**config.mk**
```make
export PLATFORM = sky130hd
export DESIGN_NAME = micro_sequencer
export DESIGN_NICKNAME = d
export VERILOG_FILES = /design/src/rtl/micro_sequencer.sv
export SDC_FILE = /design/constraint.sdc
export NUM_CORES = 1
export LEC_CHECK = 0
export ABC_AREA = 1
export BUFFER_PORTS_ARGS = -buffer_cell sky130_fd_sc_hd__buf_2
export CORE_AREA = 2 2 68 51
export DETAILED_ROUTE_END_ITERATION = 6
export DIE_AREA = 0 0 70 53
export PLACE_DENSITY = 0.86
export SLEW_MARGIN = 40
export SYNTH_ARGS = -nofsm -noshare
export SYNTH_HDL_FRONTEND = slang
export SYNTH_SLANG_ARGS = --single-unit
export TNS_END_PERCENT = 1
```
**constraint.sdc**
```tcl
create_clock -name clk -period 3.05 [get_ports clk]
set_clock_uncertainty 0.2 [all_clocks]
set_input_delay 0.4575 -clock clk [delete_from_list [all_inputs] [get_ports clk]]
set_output_delay 0.4575 -clock clk [all_outputs]
set_load 0.1 [all_outputs]
```
**src/rtl/micro_sequencer.sv**
```systemverilog
// micro_sequencer: microcode next-address generator with instruction register, memory-wait stalls and HALT parking.
// Optional SEQ_TIMEOUT_EN adds a stall watchdog that forces RESET_ADDR after WAIT_LIMIT stalled cycles.
module micro_sequencer #(
    parameter int ADDR_W = 9,
    parameter int CW_W = 39,
    parameter logic [ADDR_W-1:0] RESET_ADDR = 9'b000000000,
    parameter logic [ADDR_W-1:0] HALT_ADDR = 9'b011111111,
    parameter int WAIT_LIMIT = 255
) (
    input  logic              clk,
    input  logic              reset,
    input  logic              en,
    input  logic [CW_W-1:0]   ctrl_word,
    input  logic              z_flag,
    input  logic              hit,
    input  logic [15:0]       ins_data,
    output logic [ADDR_W-1:0] addr_ins,
    output logic [3:0]        operand1,
    output logic [3:0]        operand2,
    output logic              mem_stall,
    output logic              halted,
    output logic              mem_timeout
);
    logic [12:0] ir;
    logic [4:0] nop, op;
    logic [2:0] nstep, cond, memc;
    logic fetch, dread, hold, active, tmo;
    logic [ADDR_W-1:0] next;
    logic unused_bits;

    assign unused_bits = ^{ctrl_word[27:3], ins_data[15:13]};
    assign operand1 = ir[7:4];
    assign operand2 = ir[3:0];

    always_comb begin
        nop = ctrl_word[38:34];
        nstep = ctrl_word[33:31];
        cond = ctrl_word[30:28];
        memc = ctrl_word[2:0];
        fetch = memc == 3'b001;
        dread = memc == 3'b010;
        hold = (fetch || dread) && !hit;
        // a completing fetch decodes the opcode arriving on ins_data, not the stale IR
        op = fetch ? ins_data[12:8] : ir[12:8];
        next = dread ? {1'b1, nop, nstep}
             : cond == 3'b001 ? {~z_flag, nop, nstep}
             : cond == 3'b100 ? {1'b0, op, 3'b000}
             : {1'b0, nop, nstep};
        active = en && !halted && addr_ins != HALT_ADDR;
    end

`ifdef SEQ_TIMEOUT_EN
    localparam int CNT_W = $clog2(WAIT_LIMIT + 1);
    localparam logic [CNT_W-1:0] LAST = CNT_W'(WAIT_LIMIT - 1);
    logic [CNT_W-1:0] cnt;

    assign tmo = hold && cnt == LAST;

    always_ff @(posedge clk) begin
        if (reset) begin
            cnt <= '0;
            mem_timeout <= 1'b0;
        end else if (active) begin
            cnt <= (hold && !tmo) ? cnt + 1'b1 : '0;
            if (tmo) mem_timeout <= 1'b1;
        end
    end
`else
    logic unused_lim;
    assign unused_lim = WAIT_LIMIT[0];
    assign tmo = 1'b0;
    assign mem_timeout = 1'b0;
`endif

    always_ff @(posedge clk) begin
        if (reset) begin
            addr_ins <= RESET_ADDR;
            ir <= '0;
            mem_stall <= 1'b0;
            halted <= 1'b0;
        end else if (en && !halted) begin
            if (addr_ins == HALT_ADDR) begin
                halted <= 1'b1;
            end else if (tmo) begin
                addr_ins <= RESET_ADDR;
                mem_stall <= 1'b0;
            end else if (hold) begin
                mem_stall <= 1'b1;
            end else begin
                addr_ins <= next;
                mem_stall <= 1'b0;
                if (fetch) ir <= ins_data[12:0];
            end
        end
    end
endmodule
```
==> impl_metrics.tcl <==
set metrics [dict create \
    outcome "finished, final reports clean" \
    chipHeight_um 53 \
    drive_above_1_share 0.292 \
    cts_resized 0 \
    gr-usage-met3 0.0495 \
    synthAdderAreaFrac 0 \
    final_common_cell "nand2_1" \
    tightest_slew_ns 0.695 \
    via_per_inst 4.49 \
    drtPass1Iterations 4 \
    core_mm2 0.00302 \
    die_w_um 70 \
    finish.utilization 0.529 \
    whs_path_depth 2 \
    switching_share 0.350 \
    final_cell_mix "nand2_1, buf_2, nor2_1" \
    routed_wl_mm 2.80 \
    grt_pass1_wl_mm 4.83 \
    clkLatencyLatePin_ns 0.26 \
    std_cell_rows 17 \
    synth-seq-cells 24 \
    min_path_type "primary input to register" \
    initial_utilization 0.459 \
    fin_area_mm2 0.00160 \
    critPathRequiredTime_ns 3.06 \
    synthDistinctLibCells 20 \
    period_needed_ns 1.93 \
    cts_setup_buffers 0 \
    synth_top_family_by_area "simple AND/OR/NAND/NOR gates" \
    drv_slew 0 \
    antenna_found_initial 0 \
    crit_arrival_ns 1.94 \
    grt_pass1_vias 1130 \
    yosysSeqAreaShare 0.347 \
    wire_per_inst_um 9.62 \
    drc 0 \
    htreeDepth 1 \
    area_growth_pct 15.2 \
    io_buffer_count 50 \
    synth-xor-area-share 0 \
    power.density_mw_per_mm2 442 \
    clk_path_buf_depth 2 \
    postSynthAreaPerCell_um2 6.45 \
    maxCapViolations 0 \
    instances_no_fill 291 \
    via_count 1308 \
    drt_iter0_markers 24 \
    cp_max_fo 11 \
    synth_nets 275 \
    cts_buffers 3 \
    globalRouteOverflowTotal 0 \
    muxShareOfSynthArea 0 \
    hpwl_mm 2.17 \
    seq_area_um2 480 \
    ios 80 \
    synth-compound-area-share 0.00722 \
    insertedDiodeCount 0 \
    fp.dieArea_mm2 0.00371 \
    r2r_cells 7 \
    startpoint_type "primary input" \
    ys_warn_count 0 \
    nets 315 \
    fmax_mhz 519 \
    netlist_instances 215 \
    use_met1 0.214 \
    rsz0062_at_grt "false" \
    finalCritPeriodShare 0.631 \
    ant_nets 0 \
    pwr-share-comb 0.270 \
    switchingPower_mw 0.247 \
    grt_max_degree 27 \
    cts_hold_buf 0 \
    p_int_mw 0.459 \
    hold_violations 0 \
    ctsRootBufferMaster "clkbuf_8" \
    ys_top_cells_by_area "dfxtp_1, nand2_1, nor2_1" \
    synth_area_leader_cell "dfxtp_1" \
    syn_area_mm2 0.00139 \
    synthSimpleGateAreaFrac 0.448 \
    busiest_layer "met2" \
    slew_headroom 0.534 \
    setup_tns_ns 0 \
    ir_drop_mv 0.342 \
    multi_input_area_um2 634 \
    use_met2 0.265 \
    worstSetupPathType "primary input to register" \
    cts.sinks 24 \
    synth_top_area_frac 0.347 \
    placed_cell_area_mm2 0.00156 \
    setup_viol 0 \
    hold_slack_ns 0.184 \
    p_seq_frac 0.475 \
    p_leak_nw 0.944 \
    p_clk_frac 0.255 \
    cts_tree "yes" \
    gp_congestion 0.837 \
    fillers 311 \
    clk_pin_slew_ns 0.08 \
    dp_cells 288 \
    grt_usage 0.163 \
    critPathCaptureType "register" \
]
-- cells by family after synthesis --
group	Yosys count
flops	24
other cells	1
simple gates	136
buf+inv	52
compound gates	2
-- cells in the mapped netlist --
library cell,count
nor2_2,5
buf_2,1
nand3_2,2
nor2_1,34
nand2_2,7
nand2_1,62
nor2b_1,1
nor2_8,1
o21ai_0,1
nand3_1,18
inv_1,31
clkinv_1,1
dfxtp_1,24
buf_4,10
nand3_4,1
a21oi_1,1
buf_6,5
conb_1,1
nand4_1,5
inv_2,4
-- flip-flops by register name (all words and copies together) (netlist names) --
signal     flops
addr_ins       9
halted         1
mem_stall      1
ir            13
-- power by group through the flow --
| stage | registers, mW | clock network [mW] | logic, mW |
|---|---|---|---|
| 3_3_place_gp | 0.342 | 0 | 0.189 |
| 6_report | 0.335 | 0.180 | 0.191 |
| 5_1_grt | 0.337 | 0.199 | 0.206 |
| 3_5_place_dp | 0.342 | 0 | 0.192 |
| 2_1_floorplan | 0.400 | 0 | 0.102 |
| 4_1_cts | 0.335 | 0.188 | 0.192 |
-- metal layers --
metal / vias to the layer above / share of wire
met3: 4 / 0.076
met5: - / 0
li1: 704 / -
met1: 550 / 0.46
met2: 50 / 0.45
met4: 0 / 0.013
-- metrics by stage --
stage	power [mW]	setup slack [ns]
final	0.706	1.12
after global routing	0.742	0.923
after CTS	0.715	1.12
after detailed placement	0.534	0.840
after global placement	0.531	0.901
after floorplan	0.502	0.937
-- critical path, stage by stage --
cell and delay [ns]:
buf_2 0.09, nor2_1 0.04, nand2_1 0.35, nand2_1 0.13, nand2_2 0.19, nand3_2 0.25, nor2_2 0.28, nand2_1 0.08
nand2_1 0.07
-- worst paths after layout --
check | startpoint | end | slack, ns
worst max-delay path | ctrl_word[2] | addr_ins[5]$_SDFFE_PP0P_ | 1.12
worst min-delay path | reset | halted$_SDFFE_PP0P_ | 0.18
worst max register to register | halted$_SDFFE_PP0P_ | addr_ins[5]$_SDFFE_PP0P_ | 1.39
worst min register to register | addr_ins[3]$_SDFFE_PP0P_ | addr_ins[3]$_SDFFE_PP0P_ | 0.29
-- cell type report --
class                   count  area share
multi-input cells         139       0.397
well taps                  38      0.0298
clock buffers               3      0.0259
flip-flops and latches     24       0.301
inverters                  36      0.0846
repair buffers             51       0.161
Power figures use the tool's default switching activity.
